$ cat src/rtl/lpgbt_scrambler_pkg.sv
// Shared constants, FSM state type and the frame scramble function for the
// lpGBT 36-bit order-36 scrambler and its matching descrambler.
package lpgbt_scrambler_pkg;

    localparam int FRAME_W = 36;
    localparam int TAP     = 25;

    typedef enum logic {
        WARMUP = 1'b0,
        RUN    = 1'b1
    } state_t;

    // One frame of S = D xnor S(-25) xnor S(-36); the upper bits reuse this frame's low bits.
    function automatic logic [FRAME_W-1:0] scramble36(
        input logic [FRAME_W-1:0] d,
        input logic [FRAME_W-1:0] m
    );
        logic [FRAME_W-1:0] s;
        s[TAP-1:0]       = d[TAP-1:0] ~^ m[FRAME_W-1:FRAME_W-TAP] ~^ m[TAP-1:0];
        s[FRAME_W-1:TAP] = d[FRAME_W-1:TAP] ~^ s[FRAME_W-TAP-1:0] ~^ m[FRAME_W-1:TAP];
        return s;
    endfunction

endpackage

$ cat src/rtl/lpgbt_tmr_voter.sv
// Bitwise 2-of-3 majority voter for triplicated register banks.
module lpgbt_tmr_voter #(
    parameter int W = 1
) (
    input  logic [W-1:0] a,
    input  logic [W-1:0] b,
    input  logic [W-1:0] c,
    output logic [W-1:0] y
);

    assign y = (a & b) | (a & c) | (b & c);

endmodule

$ cat src/rtl/lpgbt_scrambler36_o36.sv
// Transmit-side 36-bit order-36 scrambler with idle warm-up, bypass and realign.
// Optional triplication of all state under SCRAMBLER36_TMR_EN.
module lpgbt_scrambler36_o36
    import lpgbt_scrambler_pkg::*;
#(
    parameter logic [FRAME_W-1:0] SEED          = 36'h0,
    parameter logic [FRAME_W-1:0] IDLE_WORD     = 36'h0,
    parameter int                 WARMUP_FRAMES = 2
) (
    input  logic               clock,
    input  logic               reset,
    input  logic               enable,
    input  logic               bypass,
    input  logic               realign,
    input  logic [FRAME_W-1:0] data,
    output logic [FRAME_W-1:0] scrambledData,
    output logic               ready,
    output logic               warmupActive
);

    localparam int CNT_W = (WARMUP_FRAMES < 1) ? 1 : $clog2(WARMUP_FRAMES + 1);
    localparam int RW    = 2 * FRAME_W + 1 + CNT_W + 2;

    localparam state_t           ST_RST   = (WARMUP_FRAMES == 0) ? RUN : WARMUP;
    localparam logic [CNT_W-1:0] CNT_LAST = CNT_W'((WARMUP_FRAMES > 0) ? WARMUP_FRAMES - 1 : 0);
    localparam logic [RW-1:0]    RST_VAL  = {SEED, {FRAME_W{1'b0}}, 1'(ST_RST), {CNT_W{1'b0}},
                                             (WARMUP_FRAMES == 0), (WARMUP_FRAMES != 0)};

    // All state lives in one packed word so it can be triplicated and voted as a unit.
    logic [RW-1:0]      regs_d;
    logic [RW-1:0]      regs_v;
    logic [FRAME_W-1:0] m_v, sd_v, m_d, sd_d;
    logic               state_raw_v;
    state_t             state_v, state_d;
    logic [CNT_W-1:0]   cnt_v, cnt_d;
    logic               ready_v, warm_v, ready_d, warm_d;
    logic [FRAME_W-1:0] din_s, s_s;

    assign {m_v, sd_v, state_raw_v, cnt_v, ready_v, warm_v} = regs_v;
    assign state_v = state_t'(state_raw_v);
    assign din_s   = (state_v == RUN) ? data : IDLE_WORD;
    assign s_s     = scramble36(din_s, m_v);
    assign regs_d  = {m_d, sd_d, 1'(state_d), cnt_d, ready_d, warm_d};

    // Next-state: bypass beats realign; realign scrambles this frame, then reseeds.
    always_comb begin
        m_d     = m_v;
        sd_d    = sd_v;
        state_d = state_v;
        cnt_d   = cnt_v;
        ready_d = ready_v;
        warm_d  = warm_v;
        if (enable) begin
            if (bypass) begin
                sd_d    = data;
                m_d     = SEED;
                state_d = ST_RST;
                cnt_d   = {CNT_W{1'b0}};
            end else begin
                sd_d = s_s;
                m_d  = s_s;
                case (state_v)
                    WARMUP: begin
                        if (cnt_v == CNT_LAST) begin
                            state_d = RUN;
                            cnt_d   = {CNT_W{1'b0}};
                        end else begin
                            cnt_d = cnt_v + CNT_W'(1);
                        end
                    end
                    RUN:     state_d = RUN;
                    default: begin
                        state_d = ST_RST;
                        cnt_d   = {CNT_W{1'b0}};
                    end
                endcase
                if (realign) begin
                    m_d     = SEED;
                    state_d = ST_RST;
                    cnt_d   = {CNT_W{1'b0}};
                end
            end
            ready_d = bypass || (state_d == RUN);
            warm_d  = !bypass && (state_d == WARMUP);
        end else begin
            ready_d = ready_v;
            warm_d  = warm_v;
        end
    end

`ifdef SCRAMBLER36_TMR_EN
    logic [RW-1:0] regs_q, regs_b_q, regs_c_q;

    // Copy A of the state bank.
    always_ff @(posedge clock or posedge reset) begin
        if (reset) regs_q <= RST_VAL;
        else       regs_q <= regs_d;
    end

    // Copy B of the state bank.
    always_ff @(posedge clock or posedge reset) begin
        if (reset) regs_b_q <= RST_VAL;
        else       regs_b_q <= regs_d;
    end

    // Copy C of the state bank.
    always_ff @(posedge clock or posedge reset) begin
        if (reset) regs_c_q <= RST_VAL;
        else       regs_c_q <= regs_d;
    end

    lpgbt_tmr_voter #(.W(RW)) u_voter (
        .a (regs_q),
        .b (regs_b_q),
        .c (regs_c_q),
        .y (regs_v)
    );
`else
    logic [RW-1:0] regs_q;

    // Single state bank.
    always_ff @(posedge clock or posedge reset) begin
        if (reset) regs_q <= RST_VAL;
        else       regs_q <= regs_d;
    end

    assign regs_v = regs_q;
`endif

    assign scrambledData = sd_v;
    assign ready         = ready_v;
    assign warmupActive  = warm_v;

endmodule

$ cat config.mk
export PLATFORM = sky130hd
export DESIGN_NAME = lpgbt_scrambler36_o36
export DESIGN_NICKNAME = d
export VERILOG_FILES = /design/src/rtl/lpgbt_scrambler_pkg.sv /design/src/rtl/lpgbt_tmr_voter.sv /design/src/rtl/lpgbt_scrambler36_o36.sv
export SDC_FILE = /design/constraint.sdc
export NUM_CORES = 1
export LEC_CHECK = 0
export BUFFER_PORTS_ARGS = -buffer_cell sky130_fd_sc_hd__buf_4
export CAP_MARGIN = 20
export CORE_MARGIN = 2
export CORE_UTILIZATION = 50
export CTS_BUF_LIST = sky130_fd_sc_hd__clkbuf_8
export DETAILED_ROUTE_END_ITERATION = 6
export GPL_TIMING_DRIVEN = 0
export HOLD_SLACK_MARGIN = 0.12
export PLACE_DENSITY = 0.72
export SLEW_MARGIN = 20
export SYNTH_ARGS = -nofsm -noshare
export SYNTH_HDL_FRONTEND = slang
export SYNTH_SLANG_ARGS = --single-unit
$ cat constraint.sdc
create_clock -name clock -period 5.9 [get_ports clock]
set_clock_uncertainty 0.2 [all_clocks]
set_input_delay 1.18 -clock clock [delete_from_list [all_inputs] [get_ports clock]]
set_output_delay 1.18 -clock clock [all_outputs]
set_load 0.02 [all_outputs]
==> out/qor.csv <==
metric;value;unit
syn_area;5100;um2
crit_fanout;10;
final_cells;788;
drc;0;
vias_per_cell;6.03;
relSlewSlack;49.2;%
grt_usage;28.7;%
yosys.area.top_type;dfrtp_1;
seq_area_frac_synth;37.8;%
regMostFlops;regs_q;
met3_usage;5.12;%
dieArea;11000;um2
setup_violations;0;
dp.cells;772;
syn_nets;602;
cts_tree;done;
drt-total-wl;15.5;mm
ys_ff_latch;77;
grt_pass1_wl;24.5;mm
reg2reg_to;regs_q[46];
setup_ws;3.24;ns
routedWlPerCell;19.6;um
nets;691;
antenna_cells;0;
ios;79;
rows;36;
port_buffers;77;
cts_max_level;3;
met1_usage;39.8;%
post-cts-setup-buffers;0;
grt_max_degree;55;
gp_congestion;0.928;
rr_worst_depth;5;
drive_gt1_share;23.2;%
synth_warnings;0;
clkTransAtPathRegs;0.09;ns
start_util;51.8;%
drtIter0Drc;317;
period_needed;2.66;ns
ctsResizeCount;0;
grt_setup_unrepaired;no;
syn_inst;561;
fin_setup_tns;0;ns
hold_path.class;reg -> reg;
status;complete, no violations;
dr.pass1.iters;5;
p_per_area;342;nW/um2
met2_usage;44.0;%
synth_cell_types;36;
synth_flop_cell;dfrtp_1;
root_buffer;clkbuf_8;
first_global_vias;4601;
nFillCells;846;
synth_common_cells;dfrtp_1, a21oi_1, buf_4;
dp_hpwl;10.6;mm
timing.rr.start;regs_q[4];
hold-path-endpoint;regs_q[0];
hold_violations;0;
slew_viol_final;0;
end_kind;flip-flop;
static-leakage-power;2.84;nW
num_vias;4748;
grt_busiest_layer;met2;
hold_path.startpoint;regs_q[0];
antenna_found_initial;0;
cts.sinks;77;
crit_type;in -> reg;
postSynthAreaPerCell;9.10;um2
overflow;0;
synth-edff-count;0;
design.core.area;9860;um2
die_h;105;um
clk_path_buf_depth;2;
fp.dieW;105;um
place_worst_setup_slack;2.87;ns
clk_latency;0.37;ns
start_kind;input port;
area_delta_synth_final;20.5;%
cts_hold_buf;0;
reg_top3;regs_q x77;
arrival;2.78;ns
fmax;375;MHz
ys_top_cells_by_area;dfrtp_1, xnor2_1, xor2_1;
ant_nets;0;
ff2ff_setup_slack;3.99;ns
yosysMostFrequentCell;dfrtp_1;
synthArstFlopShare;100;%
synth.top_cell.area_share;37.3;%
hold_depth;2;
largest_reg_flops;77;
fin_crit_sh;45.2;%
drv_cap;0;
ir_drop;0.000163;V
cts_buffers;9;
worstMarginPinSlew;0.763;ns
fin_util;62.4;%
cp_data_required_time;6.01;ns
[metal layers]
layer	wire, um	part of all wire [%]
met1	6780	44
met4	393	2.5
met2	7210	47
met5	0	0
met3	1100	7.1
[how the worst max path moves through the flow]
| stage | cells after the start | slack (ns) | endpoint | from |
|---|---|---|---|---|
| after floorplan | 1 | 2.55 | regs_q[10] | reset |
| after global placement | 2 | 1.43 | regs_q[22] | reset |
| after detailed placement | 6 | 2.87 | regs_q[32] | bypass |
| after CTS | 6 | 3.25 | regs_q[32] | bypass |
| after global routing | 6 | 3.13 | regs_q[27] | bypass |
| final | 6 | 3.24 | regs_q[33] | bypass |
[cell families after synthesis]
kind of cell	count (synthesis)	synth area share, %
AO/OA/AOI/OAI	211	28.2
AND/OR/NAND/NOR	120	12.2
buffers and inverters	81	9.09
flip-flops	77	37.8
XOR/XNOR	71	12.5
multiplexers	1	0.196
[metrics by stage]
stage / hold WS [ns] / total power [W] / instance area [um2]
final: 0.277 / 0.00211 / 6150
after global routing: 0.303 / 0.00222 / 6150
after CTS: 0.283 / 0.00210 / 6150
after detailed placement: 0.270 / 0.00155 / 5880
after global placement: 0.259 / 0.00153 / 5850
after floorplan: 0.256 / 0.00130 / 5100
[final cells by class]
class	count	area, um2	share of cell area, %
Multi-Input combinational cell	403	2710	44.1
Buffer	74	438	7.12
Timing Repair Buffer	78	606	9.85
Clock buffer	10	138	2.24
Tap cell	133	166	2.71
Inverter	7	28.8	0.468
Clock inverter	6	134	2.18
Sequential cell	77	1930	31.3
[layout by cell type (no fill, tap or decap), types with 10 or more instances in the layout]
cell and instances:
nor3_1 33, xnor2_1 35, o21ai_0 30, a22o_1 25, and2_1 11, o21a_1 12, nand2_1 37, dfrtp_1 76
a32o_1 11, o21bai_1 10, buf_4 115, and3_1 31, buf_2 14, a31oi_1 25, xor2_1 35, clkbuf_1 22
o2bb2ai_1 24, o21ai_1 18, a2bb2oi_1 11, a21oi_1 40, clkbuf_8 10
[worst max-delay path, stage by stage]
cell and delay, ns:
buf_4 0.11, inv_1 0.10, clkbuf_1 0.45, clkbuf_1 0.55, o21a_1 0.22, a32o_1 0.16
[power breakdown]
group          switching [W]  total (W)  internal [W]
Sequential          0.000125   0.000762      0.000637
Clock               0.000218   0.000553      0.000335
Combinational       0.000394   0.000790      0.000396
Note: power is estimated with default switching activity, not from simulation.
